## src/rtl/uart_tx_packer_if.sv

```systemverilog
// Recovered-bit input and UART/status output bundle of the tx packer.
// The sink drives bit_valid/bit_in; the packer returns the serial line and status.
interface uart_tx_packer_if #(
    parameter int unsigned CNT_W = 8
);
    logic             bit_valid;
    logic             bit_in;
    logic             tx;
    logic             busy;
    logic             overflow;
    logic [CNT_W-1:0] drop_cnt;

    modport master (output bit_valid, bit_in, input tx, busy, overflow, drop_cnt);
    modport slave  (input bit_valid, bit_in, output tx, busy, overflow, drop_cnt);
endinterface

```

## src/rtl/uart_tx_packer.sv

```systemverilog
// Packs recovered bits LSB-first into bytes, buffers them in a small FIFO and
// re-serialises each byte as an 8N1 UART frame on tx.
module uart_tx_packer #(
    parameter int unsigned CLKS_PER_BIT = 16,
    parameter int unsigned FIFO_DEPTH   = 4,
    parameter int unsigned CNT_W        = 8
) (
    input  logic           clk,
    input  logic           reset,
    uart_tx_packer_if.slave bus
);
    localparam int unsigned PTR_W  = $clog2(FIFO_DEPTH);
    localparam int unsigned OCC_W  = PTR_W + 1;
    localparam int unsigned BAUD_W = $clog2(CLKS_PER_BIT);

    typedef enum logic [1:0] {IDLE, START, DATA, STOP} state_e;

    logic [2:0]        bit_cnt_q, bit_cnt_d;
    logic [6:0]        shreg_q, shreg_d;
    logic [7:0]        new_byte;
    logic              byte_done;

    logic [7:0]        mem_q [FIFO_DEPTH];
    logic [7:0]        mem_d [FIFO_DEPTH];
    logic [PTR_W-1:0]  wr_ptr_q, wr_ptr_d, rd_ptr_q, rd_ptr_d;
    logic [OCC_W-1:0]  occ_q, occ_d;
    logic              full, pop, push, drop;

    state_e            state_q, state_d;
    logic [BAUD_W-1:0] baud_q, baud_d;
    logic [2:0]        idx_q, idx_d;
    logic [7:0]        txsh_q, txsh_d;
    logic              baud_end;
    logic              tx_q, tx_d;
    logic              busy_q, busy_d;
    logic              overflow_q, overflow_d;
    logic [CNT_W-1:0]  drop_cnt_q, drop_cnt_d;

    // Bit packer: the 8th bit completes the byte straight into the FIFO path
    always_comb begin
        bit_cnt_d = bit_cnt_q;
        shreg_d   = shreg_q;
        byte_done = 1'b0;
        new_byte  = {bus.bit_in, shreg_q};
        if (bus.bit_valid) begin
            bit_cnt_d = bit_cnt_q + 3'd1;
            if (bit_cnt_q == 3'd7) begin
                byte_done = 1'b1;
            end else begin
                shreg_d[bit_cnt_q] = bus.bit_in;
            end
        end
    end

    // A pop in the same edge frees a slot, so a push into a full FIFO still lands
    assign full = (occ_q == OCC_W'(FIFO_DEPTH));
    assign pop  = (state_q == IDLE) && (occ_q != '0);
    assign push = byte_done && (!full || pop);
    assign drop = byte_done && full && !pop;

    always_comb begin
        mem_d      = mem_q;
        wr_ptr_d   = wr_ptr_q;
        rd_ptr_d   = rd_ptr_q;
        occ_d      = occ_q;
        overflow_d = drop;
        drop_cnt_d = drop_cnt_q;
        if (push) begin
            mem_d[wr_ptr_q] = new_byte;
            wr_ptr_d        = wr_ptr_q + PTR_W'(1);
        end
        if (pop) begin
            rd_ptr_d = rd_ptr_q + PTR_W'(1);
        end
        if (push && !pop) begin
            occ_d = occ_q + OCC_W'(1);
        end else if (pop && !push) begin
            occ_d = occ_q - OCC_W'(1);
        end
        if (drop && (drop_cnt_q != {CNT_W{1'b1}})) begin
            drop_cnt_d = drop_cnt_q + CNT_W'(1);
        end
    end

    // Frame serialiser; txsh shifts right so the next data bit is always at [1]
    always_comb begin
        state_d  = state_q;
        baud_d   = baud_q;
        idx_d    = idx_q;
        txsh_d   = txsh_q;
        tx_d     = tx_q;
        baud_end = (baud_q == BAUD_W'(CLKS_PER_BIT - 1));
        case (state_q)
            IDLE: begin
                tx_d = 1'b1;
                if (pop) begin
                    txsh_d  = mem_q[rd_ptr_q];
                    tx_d    = 1'b0;
                    baud_d  = '0;
                    state_d = START;
                end
            end
            START: begin
                if (baud_end) begin
                    baud_d  = '0;
                    idx_d   = '0;
                    tx_d    = txsh_q[0];
                    state_d = DATA;
                end else begin
                    baud_d = baud_q + BAUD_W'(1);
                end
            end
            DATA: begin
                if (baud_end) begin
                    baud_d = '0;
                    if (idx_q == 3'd7) begin
                        tx_d    = 1'b1;
                        state_d = STOP;
                    end else begin
                        idx_d  = idx_q + 3'd1;
                        txsh_d = txsh_q >> 1;
                        tx_d   = txsh_q[1];
                    end
                end else begin
                    baud_d = baud_q + BAUD_W'(1);
                end
            end
            STOP: begin
                if (baud_end) begin
                    baud_d  = '0;
                    state_d = IDLE;
                end else begin
                    baud_d = baud_q + BAUD_W'(1);
                end
            end
            default: state_d = IDLE;
        endcase
        busy_d = (state_d != IDLE) || (occ_d != '0);
    end

    always_ff @(posedge clk or negedge reset) begin
        if (!reset) begin
            bit_cnt_q  <= '0;
            shreg_q    <= '0;
            mem_q      <= '{default: '0};
            wr_ptr_q   <= '0;
            rd_ptr_q   <= '0;
            occ_q      <= '0;
            state_q    <= IDLE;
            baud_q     <= '0;
            idx_q      <= '0;
            txsh_q     <= '0;
            tx_q       <= 1'b1;
            busy_q     <= 1'b0;
            overflow_q <= 1'b0;
            drop_cnt_q <= '0;
        end else begin
            bit_cnt_q  <= bit_cnt_d;
            shreg_q    <= shreg_d;
            mem_q      <= mem_d;
            wr_ptr_q   <= wr_ptr_d;
            rd_ptr_q   <= rd_ptr_d;
            occ_q      <= occ_d;
            state_q    <= state_d;
            baud_q     <= baud_d;
            idx_q      <= idx_d;
            txsh_q     <= txsh_d;
            tx_q       <= tx_d;
            busy_q     <= busy_d;
            overflow_q <= overflow_d;
            drop_cnt_q <= drop_cnt_d;
        end
    end

    assign bus.tx       = tx_q;
    assign bus.busy     = busy_q;
    assign bus.overflow = overflow_q;
    assign bus.drop_cnt = drop_cnt_q;

endmodule
```

## src/flat_wrapper.sv

```systemverilog
// flat-port wrapper written by rule: the top's interface ports become plain ports
module uart_tx_packer_flat 
#(
    parameter int unsigned CLKS_PER_BIT = 16,
    parameter int unsigned FIFO_DEPTH   = 4,
    parameter int unsigned CNT_W        = 8
)
  (clk, reset, bus_bit_valid, bus_bit_in, bus_tx, bus_busy, bus_overflow, bus_drop_cnt);
  uart_tx_packer_if #(.CNT_W(CNT_W)) bus_i ();
  input  logic clk;
  input  logic reset;
  input wire logic [$bits(bus_i.bit_valid)-1:0] bus_bit_valid;
  input wire logic [$bits(bus_i.bit_in)-1:0] bus_bit_in;
  output wire logic [$bits(bus_i.tx)-1:0] bus_tx;
  output wire logic [$bits(bus_i.busy)-1:0] bus_busy;
  output wire logic [$bits(bus_i.overflow)-1:0] bus_overflow;
  output wire logic [$bits(bus_i.drop_cnt)-1:0] bus_drop_cnt;
  assign bus_i.bit_valid = bus_bit_valid;
  assign bus_i.bit_in = bus_bit_in;
  assign bus_tx = bus_i.tx;
  assign bus_busy = bus_i.busy;
  assign bus_overflow = bus_i.overflow;
  assign bus_drop_cnt = bus_i.drop_cnt;
  uart_tx_packer #(.CLKS_PER_BIT(CLKS_PER_BIT), .FIFO_DEPTH(FIFO_DEPTH), .CNT_W(CNT_W)) u_core (.clk(clk), .reset(reset), .bus(bus_i));
endmodule
```

## config.mk

```make
export PLATFORM = sky130hd
export DESIGN_NAME = uart_tx_packer_flat
export DESIGN_NICKNAME = d
export VERILOG_FILES = /design/src/rtl/uart_tx_packer_if.sv /design/src/rtl/uart_tx_packer.sv /design/src/flat_wrapper.sv
export SDC_FILE = /design/constraint.sdc
export NUM_CORES = 1
export LEC_CHECK = 0
export CORE_ASPECT_RATIO = 0.9
export CORE_MARGIN = 2
export CORE_UTILIZATION = 45
export CTS_CLUSTER_SIZE = 40
export DETAILED_ROUTE_END_ITERATION = 6
export HOLD_SLACK_MARGIN = 0.12
export PLACE_DENSITY = 0.67
export SKIP_LAST_GASP = 1
export SLEW_MARGIN = 25
export SYNTH_ARGS = -nofsm -noshare
export SYNTH_HDL_FRONTEND = slang
export SYNTH_SLANG_ARGS = --single-unit
```

## constraint.sdc

```tcl
create_clock -name clk -period 2.3 [get_ports clk]
set_input_delay 0.46 -clock clk [delete_from_list [all_inputs] [get_ports clk]]
set_output_delay 0.46 -clock clk [all_outputs]
set_load 0.005 [all_outputs]
```

; ---- Yosys cells after proc, flatten, opt, wreduce, memory -nomap -nowiden
; Index checks and enable logic that the tools add are counted.
[classes]
addsub = 8
n_lt_le_gt_ge = 5
eq_ne = 12
muxes = 35
bitwise_logic = 3
n_reduce_logical = 26
[ops]
columns = op, n
row1 = $mux 8, 6
row2 = $bwmux 32, 1
row3 = $bmux 8 s2, 1
row4 = $demux 8 s2, 1
row5 = $pmux 8 s2, 1
row6 = $mux 3, 5
row7 = $mux 2, 5
row8 = $add 3x1->3 const B, 3
row9 = $eq 3x3->1 const B, 3
row10 = $logic_and 1x1->1, 9
row11 = $reduce_bool 3->1, 3
row12 = $add 8x1->8 const B, 1
row13 = $mux 4, 2
row14 = $ne 8x8->1 const B, 1
row15 = $pmux 2 s4, 1
row16 = $pmux 4 s2, 1
row17 = $reduce_and 4->1, 2
row18 = $bwmux 7, 1
row19 = $mux 1, 7
row20 = $ge 3x3->1 const B, 2
row21 = $ne 2x1->1 const B, 3
row22 = $not 2->3, 2
row23 = $pmux 3 s2, 1
row24 = $reduce_bool 2->1, 3
row25 = other kinds (19), 24
[word_totals]
register_bits = 77
inputBits = 4
out_inout_bits = 11
elab_cells = 106

; ---- Longest topological paths before layout
[depth]
ltp_word = 10
ltp_mapped = 9
ltp_nobuf = 7

; ---- Worst setup path after synthesis
; No wires, ideal clock.
[synth_path]
path_kind = flip-flop to flip-flop
startpoint = register u_core.state_q[1]
endpoint = register u_core.busy_q (netlist: u_core.bus.busy)
setup_ns = 0.139
t_arrival_ns = 1.926
t_required_ns = 2.161
setup_slack_ns = 0.236
stages_incl_launch_ff = 9
path_buffers = 1
period_less_slack_ns = 2.064
cell_sequence = dfrtp_1 -> inv_1 -> ha_1 -> buf_6 -> or2_2 -> a21oi_2 -> a31oi_4 -> xnor2_1 -> or4b_1
[synth_between]
elab_chain_cells = 10
word_cells_on_any_way = 22
classes_between = eq/ne: 3 / mux: 8 / reduce/logical: 11
[synth_rtl]
columns = item, line_no
row1 = "start, declared", uart_tx_packer.sv:29  ; state_e state_q, state_d;
row2 = "start signal, assigned", uart_tx_packer.sv:164  ; state_q <= state_d;
row3 = $logic_not 2->1 (*), uart_tx_packer.sv:57  ; assign pop = (state_q == IDLE) && (occ_q != '0);
row4 = $logic_and 1x1->1 (*), uart_tx_packer.sv:57
row5 = $logic_or 1x1->1, uart_tx_packer.sv:58  ; assign push = byte_done && (!full || pop);
row6 = $logic_and 1x1->1, uart_tx_packer.sv:58
row7 = $logic_not 1->1, uart_tx_packer.sv:77  ; end else if (pop && !push) begin
row8 = $logic_and 1x1->1, uart_tx_packer.sv:77
row9 = $mux 3, uart_tx_packer.sv:77
row10 = $mux 3 (*), uart_tx_packer.sv:75  ; if (push && !pop) begin
row11 = named net u_core.occ_d[0], uart_tx_packer.sv:26  ; logic [OCC_W-1:0] occ_q, occ_d;
row12 = $reduce_bool 3->1 (*), uart_tx_packer.sv:138  ; busy_d = (state_d != IDLE) || (occ_d != '0);
row13 = $logic_or 1x1->1 (*), uart_tx_packer.sv:138
row14 = named net u_core.busy_d, uart_tx_packer.sv:35  ; logic busy_q, busy_d;
row15 = "end signal, assigned", uart_tx_packer.sv:169  ; busy_q <= busy_d;
row16 = "end, declared", uart_tx_packer.sv:35
; Mark *: on every way through the listed nets, which the timed path passes. The rest lies on a longest branch.
; A chain may end at the register's enable or synchronous reset.

; ---- Final worst setup path
[layout_path]
startpoint = register u_core.bit_cnt_q[0]
endpoint = register u_core.busy_q (netlist: u_core.bus.busy)
[layout_between]
elab_chain_cells = 10
word_cells_on_any_way = 11
classes_between = eq/ne: 1 / mux: 4 / reduce/logical: 6
[layout_rtl]
columns = item, line_no
row1 = "start, declared", uart_tx_packer.sv:18  ; logic [2:0] bit_cnt_q, bit_cnt_d;
row2 = "start signal, assigned", uart_tx_packer.sv:158  ; bit_cnt_q <= bit_cnt_d;
row3 = $eq 3x3->1 (*), uart_tx_packer.sv:47  ; if (bit_cnt_q == 3'd7) begin
row4 = $mux 1 (*), uart_tx_packer.sv:47
row5 = $mux 1 (*), uart_tx_packer.sv:45  ; if (bus.bit_valid) begin
row6 = $logic_and 1x1->1 (*), uart_tx_packer.sv:58
row7 = $logic_not 1->1, uart_tx_packer.sv:77
row8 = $logic_and 1x1->1, uart_tx_packer.sv:77
row9 = $mux 3, uart_tx_packer.sv:77
row10 = $mux 3 (*), uart_tx_packer.sv:75
row11 = named net u_core.occ_d[1], uart_tx_packer.sv:26
row12 = $reduce_bool 3->1 (*), uart_tx_packer.sv:138
row13 = $logic_or 1x1->1 (*), uart_tx_packer.sv:138
row14 = named net u_core.busy_d, uart_tx_packer.sv:35
; Marks and branches as above.

==> summary.md <==
| Metric | Value |
|---|---|
| RePlAce Congestion | 0.766 |
| Clock transition at path regs | 80 ps |
| Synth Instances | 307 |
| Synth cell types | 48 |
| Detailed Route Iter0 Violations | 82 |
| Ys Warns | 0 |
| Number of vias per cell | around 5.3 |
| Final setup TNS | 0 ps |
| Overflow left after global routing | 0 |
| Cell Pwr Density | 917 mW/mm² |
| Setup Crit Path Kind | register to register |
| Pin slew with the least headroom to its limit | roughly 430 ps |
| CTS max path bufs | 2 |
| Worst-path fanout max | 10 |
| Critical-path top delay cell | or4b_1 |
| Routed Wire Length | 6800 µm |
| Most frequent CP cell | ha_1 |
| Crit start category | register |
| RSZ-0062 raised after global routing | no |
| First-pass GRT wire length | around 12000 µm |
| Fin Hold WS | 501 ps |
| Crit path cell chain | ha_1 -> ha_1 -> nand2_4 -> a21oi_1 -> o221ai_1 -> o21ai_1 -> or4b_1 |
| Async SR Flop Fraction | 100% |
| Synth Flop Type | dfrtp_1 |
| P&R area growth vs syn | 13.9% |
| Largest net degree at the start of global routing | 35 |
| FF+latch area | 0.00193 mm² |
| Routed WL per cell | 14.8 µm |
| WHS Path Cells | 2 |
| Yosys reg bits | 77 |
| Share of layout cells above drive strength 1 | 31.1% |
| Root Driver | clkbuf_8 |
| Worst path bufs/invs | 0 |
| Core area | 0.00845 mm² |
| Stages on the worst setup path | 7 |
| Post-Synthesis Cell Area | between 0.003 and 0.004 mm² |
| Clock skew | 11.0 ps |
| Critical path capture point type | register |
| Initial cell density of the core | 45.8% |
| DIE AREA | around 0.0094 mm² |
| Multi-input gate area | 0.00181 mm² |
| Fillers | 715 |
| Period utilisation layout | 92.1% |
| Peak supply drop | 0.506 mV |
| Upper clock frequency limit | 472 MHz |
| Drt drc | 0 |
| Overall power | 4.05 mW |
| CTS tree | done |
| Crit path max-delay family | simple AND/OR/NAND/NOR gates |
| Vias in the first global route | about 2400 |
| DP Wirelength | 4800 µm |
| Antenna Cells | 0 |
| Register-to-Register Path Depth | 7 |
| Max-cap viol count | 0 |
| CTS Buf Count | 9 |
| # rows | 32 |
| Post-synthesis sequential area ratio | 49.8% |
| Pre-CTS WS | -13.2 ps |
| Final setup vio count | 0 |
| Avg Inst Size Synth | 12.6 µm² |
| Class of the worst hold path | register to register |
| NumNets Final | 359 |
| Fin crit period | 2120 ps |
| Number of synthesized flops with an enable pin | 0 |
| Clk_lat worst skew | 340 ps |
| Leakage | 2.06 nW |
| Outcome | completed |
| Syn nets | 329 |
| CP peak stage delay | 510 ps |
| Fin util | ~52% |
| DRT Pass-1 Iters | 4 |
| Via count | 2430 |
| IO Count | 15 |
| CP arrival | roughly 2300 ps |
| CTS H-Tree Depth | 3 |
| Clock sinks | a little under 80 |
| Port bufs | 14 |
| Final setup margin | 182 ps |
| Fin. max-slew vios | 0 |
| Final Hold Fails | 0 |
| Postcts setup bufs | 0 |
| Die height | around 92 µm |
| Total GRT Usage | 16.0% |
| Antenna violations before repair | 0 |
| Data required, critical path | between 2000 and 3000 ps |
| Post-route antenna net violation count | 0 |
| Slew margin rel. | 71.4% |
| Die Wd | 102 µm |
-- per-layer routing --
metal  vias to the layer above  GRT usage (%)  share of wire, %
met3                         7           4.57               3.0
met4                         0           3.72              0.97
met2                        28           24.7                47
met5                         -              0                 0
li1                       1167              -                 -
met1                      1228           22.3                49
-- logic make-up after synthesis --
family,Yosys count,share of synthesized area (%)
AOI/OAI and AO/OA,43,7.82
adders and majority gates,18,5.82
and+or+nand+nor,72,9.73
xor gates and xnor gates,12,2.71
DFF,77,49.8
muxes,63,20.6
buffers and inverters,22,3.49
-- per-stage QoR --
stage	cells	cell area, µm²
after floorplan	307	3870
after global placement	444	4200
after detailed placement	444	4200
after CTS	460	4410
after global routing	460	4410
final	460	4410
-- flip-flops by register name (all words and copies together) (netlist names) --
| signal | count |
|---|---|
| u_core.mem_q | 32 |
| u_core.bus.drop_cnt | 8 |
| u_core.txsh_q | 8 |
| u_core.shreg_q | 7 |
| u_core.baud_q | 4 |
| u_core.bit_cnt_q | 3 |
| u_core.idx_q | 3 |
| u_core.occ_q | 3 |
| u_core.rd_ptr_q | 2 |
| u_core.state_q | 2 |
| u_core.wr_ptr_q | 2 |
| u_core.bus.busy | 1 |
| u_core.bus.overflow | 1 |
| u_core.bus.tx | 1 |
-- worst paths after layout --
kind                                startpoint                  to  slack [ps]
min                              u_core.bus.tx       u_core.bus.tx         500
max in group asynchronous                reset  u_core.wr_ptr_q[0]        1130
max                        u_core.bit_cnt_q[0]     u_core.bus.busy         180
min reg2reg                      u_core.bus.tx       u_core.bus.tx         500
max reg2reg                u_core.bit_cnt_q[0]     u_core.bus.busy         180
min in group asynchronous                reset    u_core.baud_q[0]         550
-- layout make-up --
cell class	count	area share, %
flip-flops and latches	77	43.7
repair buffers	32	6.52
well taps	119	3.38
clock buffers	11	3.43
inverters	9	0.766
multi-input cells	208	41.1
clock inverters	4	1.08
-- synthesized netlist by cell type, types with 6 or more instances --
library cell	number	area [µm²]
dfrtp_1	76	1900
mux2_2	54	608
nor2_1	19	71.3
ha_1	18	225
o21ai_0	17	85.1
nand2_1	16	60.1
nand3_1	11	55.1
inv_1	9	33.8
mux4_2	8	180
xnor2_1	6	52.6
xor2_1	6	52.6
-- power breakdown --
group | switching, mW | total (mW) | internal [mW]
Combinational | 0.442 | 1.04 | 0.599
Sequential | 0.274 | 1.98 | 1.70
Clock | 0.477 | 1.03 | 0.551
-- repair_timing --
| action | in CTS | in global routing |
|---|---|---|
| setup endpoints to repair | 0 | 1 |
| endpoints found under the hold margin | 19 | 0 |
| hold buffers | 1 | 0 |
| gates resized for setup | 0 | 3 |
-- placed cells by master, fill, tap and decap left out, types with 2 or more instances in the layout --
cell              n
a211oi_1          3
a21o_1            2
a21oi_1           4
a22o_1            5
buf_4            17
clkbuf_8         11
clkdlybuf4s50_1  13
clkinv_2          2
dfrtp_1          76
ha_1             18
inv_1             9
mux2_2           54
mux4_2            8
nand2_1          16
nand2_2           4
nand3_1          11
nand3b_1          4
nand4_1           2
nand4b_1          2
nor2_1           19
nor3_1            3
nor3b_1           3
o21ai_0          16
xnor2_1           6
xor2_1            6
-- worst min-delay path, delay by kind of cell (launching register included) --
kind / cells / cell delay (ps)
flip-flops: 1 / 380
AO/OA/AOI/OAI: 2 / 130
(Power assumes the default switching activity.)
